$ cat src/rtl/fx3_pkg.sv
// Shared definitions for the FX3 GPIF II master emulator:
// state encoding, counter widths and default packet length.
package fx3_pkg;

    typedef enum logic [1:0] {
        IDLE    = 2'd0,
        REQUEST = 2'd1,
        RECEIVE = 2'd2,
        GAP     = 2'd3
    } state_t;

    localparam int PACKET_WORDS_DEF = 8192;
    localparam int CNT_W            = 16;
    localparam int WCNT_W           = 15;

    typedef logic [CNT_W-1:0] cnt_t;

endpackage

$ cat src/rtl/fx3_gpif_master_if.sv
// Packet handshake between the GPIF master emulator and the FPGA packet responder.
interface fx3_gpif_master_if;
    import fx3_pkg::*;

    logic       fx3isReading;
    cnt_t       dataIn;
    logic       readData;

    modport master (input fx3isReading, input dataIn, output readData);
    modport slave  (output fx3isReading, output dataIn, input readData);

endinterface

$ cat src/rtl/sat_counter16.sv
// 16-bit status counter: increment, synchronous clear, async reset,
// and a select between saturating at all-ones or wrapping to zero.
module sat_counter16
    import fx3_pkg::*;
(
    input  logic inclk,
    input  logic nReset,
    input  logic i_clr,
    input  logic i_inc,
    input  logic i_sat,
    output cnt_t o_q
);

    cnt_t r_q;

    always_ff @(posedge inclk or negedge nReset) begin
        if (!nReset)
            r_q <= '0;
        else if (i_clr)
            r_q <= '0;
        else if (i_inc && !(i_sat && (&r_q)))
            r_q <= r_q + 1'b1;
    end

    assign o_q = r_q;

endmodule

$ cat src/rtl/fx3_gpif_master.sv
// FX3 GPIF II side emulator: requests packets, captures words while the
// responder flags a packet, checks length and an incrementing data pattern.
module fx3_gpif_master
    import fx3_pkg::*;
#(
    parameter int PACKET_WORDS = PACKET_WORDS_DEF,
    parameter int REQ_TIMEOUT  = 1024,
    parameter int GAP_CYCLES   = 4
) (
    input  logic                     inclk,
    input  logic                     nReset,
    input  logic                     enable,
    input  logic                     checkEnable,
    fx3_gpif_master_if.master        bus,
    output logic                     packetDone,
    output cnt_t                     packetCount,
    output cnt_t                     lengthErrors,
    output cnt_t                     dataErrors,
    output logic                     timeoutFlag,
    output logic                     busy
);

    state_t              r_state;
    state_t              w_next;
    logic                r_fxr;
    logic                r_fxr_d;
    cnt_t                r_din;
    cnt_t                r_exp;
    logic                r_seeded;
    logic [15:0]         r_tcnt;
    logic [WCNT_W-1:0]   r_wcnt;
    logic                r_done;
    logic                r_tmo;

    logic w_tmo_hit, w_gap_hit;
    logic w_rd, w_cap, w_pkt_end, w_tmo_evt, w_spur;
    logic w_derr, w_lerr;

    // One shared timer: request timeout in REQUEST, idle spacing in GAP.
    assign w_tmo_hit = (r_tcnt == 16'(REQ_TIMEOUT - 1));
    assign w_gap_hit = (r_tcnt == 16'(GAP_CYCLES - 1));

    always_ff @(posedge inclk or negedge nReset) begin
        if (!nReset) r_state <= IDLE;
        else         r_state <= w_next;
    end

    always_comb begin
        w_next = r_state;
        unique case (r_state)
            IDLE:    if (enable) w_next = REQUEST;
            REQUEST: if (r_fxr) w_next = RECEIVE;
                     else if (w_tmo_hit) w_next = GAP;
            RECEIVE: if (!r_fxr) w_next = GAP;
            GAP:     if (w_gap_hit) w_next = IDLE;
            default: w_next = IDLE;
        endcase
    end

    // The word registered with the first fxr is captured while still in REQUEST.
    always_comb begin
        w_rd      = 1'b0;
        w_cap     = 1'b0;
        w_pkt_end = 1'b0;
        w_tmo_evt = 1'b0;
        w_spur    = 1'b0;
        unique case (r_state)
            REQUEST: begin
                w_rd      = 1'b1;
                w_cap     = r_fxr;
                w_tmo_evt = !r_fxr && w_tmo_hit;
            end
            RECEIVE: begin
                w_cap     = r_fxr;
                w_pkt_end = !r_fxr;
            end
            GAP:     w_spur = r_fxr && !r_fxr_d;
            default: ;
        endcase
    end

    assign bus.readData = w_rd;
    assign busy         = (r_state != IDLE);
    assign packetDone   = r_done;
    assign timeoutFlag  = r_tmo;

    always_ff @(posedge inclk or negedge nReset) begin
        if (!nReset) begin
            r_fxr    <= 1'b0;
            r_fxr_d  <= 1'b0;
            r_din    <= '0;
            r_exp    <= '0;
            r_seeded <= 1'b0;
            r_tcnt   <= '0;
            r_wcnt   <= '0;
            r_done   <= 1'b0;
            r_tmo    <= 1'b0;
        end else begin
            r_fxr   <= bus.fx3isReading;
            r_fxr_d <= r_fxr;
            r_din   <= bus.dataIn;
            r_done  <= w_pkt_end;
            r_tcnt  <= (w_next != r_state) ? '0 : r_tcnt + 16'd1;
            if (w_tmo_evt)
                r_tmo <= 1'b1;
            if (r_state == IDLE)
                r_wcnt <= '0;
            else if (w_cap && !(&r_wcnt))
                r_wcnt <= r_wcnt + 15'd1;
            // Follow the received data so one bad word cannot poison the rest.
            if (w_cap) begin
                r_exp    <= r_din + 16'd1;
                r_seeded <= 1'b1;
            end
        end
    end

    assign w_derr = w_cap && checkEnable && r_seeded && (r_din != r_exp);
    assign w_lerr = (w_pkt_end && (r_wcnt != WCNT_W'(PACKET_WORDS))) || w_spur;

    sat_counter16 u_pkt_cnt (
        .inclk(inclk), .nReset(nReset), .i_clr(1'b0),
        .i_inc(w_pkt_end), .i_sat(1'b0), .o_q(packetCount)
    );

    sat_counter16 u_len_cnt (
        .inclk(inclk), .nReset(nReset), .i_clr(1'b0),
        .i_inc(w_lerr), .i_sat(1'b1), .o_q(lengthErrors)
    );

    sat_counter16 u_dat_cnt (
        .inclk(inclk), .nReset(nReset), .i_clr(1'b0),
        .i_inc(w_derr), .i_sat(1'b1), .o_q(dataErrors)
    );

endmodule
$ cat src/flat_wrapper.sv
// flat-port wrapper written by rule: the top's interface ports become plain ports
module fx3_gpif_master_flat import fx3_pkg::*;
#(
    parameter int PACKET_WORDS = PACKET_WORDS_DEF,
    parameter int REQ_TIMEOUT  = 1024,
    parameter int GAP_CYCLES   = 4
)
  (inclk, nReset, enable, checkEnable, packetDone, packetCount, lengthErrors, dataErrors, timeoutFlag, busy, bus_fx3isReading, bus_dataIn, bus_readData);
  fx3_gpif_master_if bus_i ();
  input  logic inclk;
  input  logic nReset;
  input  logic enable;
  input  logic checkEnable;
  output logic packetDone;
  output cnt_t packetCount;
  output cnt_t lengthErrors;
  output cnt_t dataErrors;
  output logic timeoutFlag;
  output logic busy;
  input wire logic [$bits(bus_i.fx3isReading)-1:0] bus_fx3isReading;
  input wire logic [$bits(bus_i.dataIn)-1:0] bus_dataIn;
  output wire logic [$bits(bus_i.readData)-1:0] bus_readData;
  assign bus_i.fx3isReading = bus_fx3isReading;
  assign bus_i.dataIn = bus_dataIn;
  assign bus_readData = bus_i.readData;
  fx3_gpif_master #(.PACKET_WORDS(PACKET_WORDS), .REQ_TIMEOUT(REQ_TIMEOUT), .GAP_CYCLES(GAP_CYCLES)) u_core (.inclk(inclk), .nReset(nReset), .enable(enable), .checkEnable(checkEnable), .bus(bus_i), .packetDone(packetDone), .packetCount(packetCount), .lengthErrors(lengthErrors), .dataErrors(dataErrors), .timeoutFlag(timeoutFlag), .busy(busy));
endmodule
$ cat config.mk
export PLATFORM = sky130hd
export DESIGN_NAME = fx3_gpif_master_flat
export DESIGN_NICKNAME = d
export VERILOG_FILES = /design/src/rtl/fx3_pkg.sv /design/src/rtl/fx3_gpif_master_if.sv /design/src/rtl/sat_counter16.sv /design/src/rtl/fx3_gpif_master.sv /design/src/flat_wrapper.sv
export SDC_FILE = /design/constraint.sdc
export NUM_CORES = 1
export LEC_CHECK = 0
export CAP_MARGIN = 15
export CORE_AREA = 3 3 117 119
export CTS_CLUSTER_DIAMETER = 40
export CTS_CLUSTER_SIZE = 24
export DETAILED_ROUTE_END_ITERATION = 10
export DIE_AREA = 0 0 120 122
export DONT_BUFFER_PORTS = 1
export GPL_TIMING_DRIVEN = 0
export PLACE_DENSITY = 0.7
export SYNTH_ARGS = -nofsm -noshare
export SYNTH_HDL_FRONTEND = slang
export SYNTH_SLANG_ARGS = --single-unit
$ cat constraint.sdc
create_clock -name inclk -period 1.9 [get_ports inclk]
set_input_delay 0.19 -clock inclk [delete_from_list [all_inputs] [get_ports inclk]]
set_output_delay 0.19 -clock inclk [all_outputs]
set_load 0.005 [all_outputs]
==> results.cfg <==
[outcome]
outcome = complete, but fails checks
failed_checks = hold timing, setup timing

[finish]
n_antenna_cell = 0
drive_gt1_frac = 0.1993
fillers = 1055
area_growth_pct = 24.09
finish.utilization = 0.5595
fin_nets = 633
seqCellArea_mm2 = 0.002962
multi_input_area_mm2 = 0.002840

[global_routing]
grt_pass1_vias = 4286
groute.usage.overall = 0.1727
grt_first_pass_wirelength_um = 20270
grt_max_degree = 119
antenna_found_initial = 0
grt-ovfl-total = 0

[yosys]
synth-async-reset-ratio = 1.000
synth_edf_count = 0
ys.flop_type = dfrtp_1
syn_area_per_cell_um2 = 10.48
ys_seq_area_frac = 0.5169
ys_warn_count = 0
ys_ff_latch = 118
synth_area_mm2 = 0.005713
synth.net_count = 577
synth_cell_type_count = 47
synthCells = 545

[cts]
root_buffer = clkbuf_16
clk_pin_slew_worst_paths_ns = 0.05
tritoncts = yes
clock_latency_ns = 0.41
cts.sinks = 118
ctsHoldBuffers = 18
cts_buffers = 17
ctsHtreeMaxLevel = 4
max-clock-path-buffers = 2

[route]
drc_errors = 0
wl_per_cell_um = 15.70
ant_nets = 0
via_per_inst = 5.464
vias = 4284
drt-total-wl_um = 12310
first_pass_iters = 4
drtIter0Drc = 185

[floorplanning]
dieArea_mm2 = 0.01464
core-area_mm2 = 0.01267
die_w_um = 120
die_y_um = 122
start_util = 0.4509
num_rows = 41
io_pins = 73

[setup_path]
critPathCapture = u_core.u_dat_cnt.o_q[1]
crit_required_ns = 2.19
rr_worst_depth = 7
worstSetupPathType = flip-flop to flip-flop
slowest_delay_ns = 0.43
reg2reg_to = u_core.u_dat_cnt.o_q[1]
worstPathCellList = inv_4 > ha_4 > and2_4 > and3_4 > nand2_8 > or2_4 > mux2_4
worst_setup_path_start_kind = flip-flop
cpMaxStageDelayCell = dfrtp_2
critPathCaptureType = flip-flop
reg2reg_from = u_core.r_state[0]
arrival_ns = 2.20
critPathMaxFanout = 5
cp-startpoint = u_core.r_state[0]
r2r_slack_ns = -0.004

[place]
post-dp-hpwl_um = 7574
gp_congestion = 0.9004
place_ws_ns = -0.2290
port_buffers = 0

[timing]
fmax_ghz = 0.5251
setup_ws_ns = -0.004402
finalCriticalPeriod_ns = 1.904
rsz0062_at_grt = yes
drv_slew = 0
worst_clock_skew_ns = 0.009273
finalSetupViolCount = 1
fin_hold_ws_ns = -0.5239
tns_ns = -0.004402
max_slew_margin = 0.6885
final.period_utilization = 1.002
worst_slew_pin_slew_ns = 0.4623
hold_violations = 118

[pwr]
p_int_mw = 6.177
pwr-share-seq = 0.382
p_comb_frac = 0.248
switchingPower_mw = 2.646
p_sw_frac = 0.2999
leakage_nw = 3.054
p_per_area_mw_per_mm2 = 1245
ir_worst_vdd_uv = 899.7
total_power_mw = 8.823
clkPwrFrac = 0.370

[min_path]
hp-class = primary input to asynchronous set/reset pin

[flow_run]
maxCapViolations = 0
## area by class of cell
class,instances,share of cell area
flip-flops and latches,118,0.4178
inverters,9,0.005118
clock buffers,21,0.06777
clock inverters,9,0.01765
plain buffers,14,0.01253
well taps,172,0.03036
multi-input cells,402,0.4006
repair buffers,39,0.04818
## layer usage
layer	routed length, um	GRT usage	vias up	share of wire
met3	707	0.06267	14	0.057
li1	-	-	2032	-
met1	5458	0.2137	2126	0.44
met5	0	0	-	0
met4	159	0.06299	0	0.013
met2	5986	0.2792	112	0.49
## sequential cells by signal, summed over array words and instances (netlist names)
signal and cells:
u_core.r_wcnt 15, u_core.r_exp 16, u_core.r_tcnt 16, u_core.u_len_cnt.o_q 16
u_core.r_fxr 1, u_core.u_pkt_cnt.o_q 16, u_core.packetDone 1, u_core.r_state 2
u_core.r_din 16, u_core.r_fxr_d 1, u_core.timeoutFlag 1, u_core.r_seeded 1
u_core.u_dat_cnt.o_q 16
## placed cells by master (no fill, tap or decap), types with 6 or more instances in the layout
cell,n
inv_1,6
dfrtp_2,7
clkbuf_16,17
ha_1,7
xor2_1,38
o21ai_0,29
nand4_1,28
clkbuf_1,6
nand3_1,30
nor2_1,44
dlygate4sd3_1,18
nor3_1,8
nand2_1,50
mux2_2,8
or3_1,6
and3_1,15
and4_1,9
buf_4,22
a21oi_1,8
dfrtp_1,111
xnor2_1,51
## cells in the mapped netlist (3+ instances only)
cell type    n  area share
nor3b_1      4      0.0053
or3_1        6      0.0066
dfrtp_1    118        0.52
xor2_1      38       0.058
nand4_1     28       0.031
a21oi_1      9      0.0079
nand2_1     50       0.033
nor2_1      48       0.032
and4_1      10       0.015
nor4_1       5      0.0055
clkbuf_1     8      0.0053
o32ai_1      3      0.0046
o21ai_0     30       0.026
mux2_2       9       0.018
xnor2_1     51       0.078
and2_1       6      0.0066
nor3_1      13       0.011
inv_1        9      0.0059
ha_1        11       0.024
nand3_1     33       0.029
buf_4        3      0.0039
and3_1      16       0.018
nor4b_1      5      0.0077
buf_2        4      0.0035
## power by group through the flow
stage               clock, mW  sequential [mW]  combinational [mW]
finish                   3.26             3.37                2.19
global route             3.46             3.43                2.45
CTS                      3.34             3.36                2.06
detailed placement          0             3.39                1.72
global placement            0             3.36                1.65
floorplan                   0             3.28                1.37
## logic make-up after synthesis
family / Yosys count / synth area share
compound gates: 51 / 0.05256
xor+xnor: 89 / 0.1364
fa+ha+maj: 11 / 0.02409
buf+inv: 25 / 0.02059
flops: 118 / 0.5169
mux: 11 / 0.02212
simple gates: 240 / 0.2273
## stage by stage
step           instances  area [um2]
4_1_cts              778        6915
5_1_grt              784        7089
2_1_floorplan        545        5718
3_3_place_gp         717        5933
6_report             784        7089
3_5_place_dp         717        5933
## critical path: cells and delay by family, from the launching register on
family	cells	cell delay, ns
adders and majority gates	1	0.26
buffers and inverters	1	0.07
DFF	1	0.43
muxes	1	0.30
and+or+nand+nor	4	0.72
## timing repair
action | 4_1_cts | 5_1_grt
endpoints found under the hold margin | 137 | 118
gates resized for setup | 25 | 36
setup buffers | 13 | 8
setup endpoints to repair | 60 | 50
pin swaps | 9 | 13
## worst min-delay path by stage
stage,start,slack (ns),depth (start not counted),to
floorplan,nReset,-0.11,0,u_core.packetDone
global placement,nReset,-0.10,0,u_core.r_din[12]
detailed placement,nReset,-0.10,0,u_core.r_din[11]
CTS,nReset,-0.55,0,u_core.r_tcnt[13]
global route,nReset,-0.55,0,u_core.r_din[11]
finish,nReset,-0.52,0,u_core.r_din[11]
(Power assumes the default switching activity.)
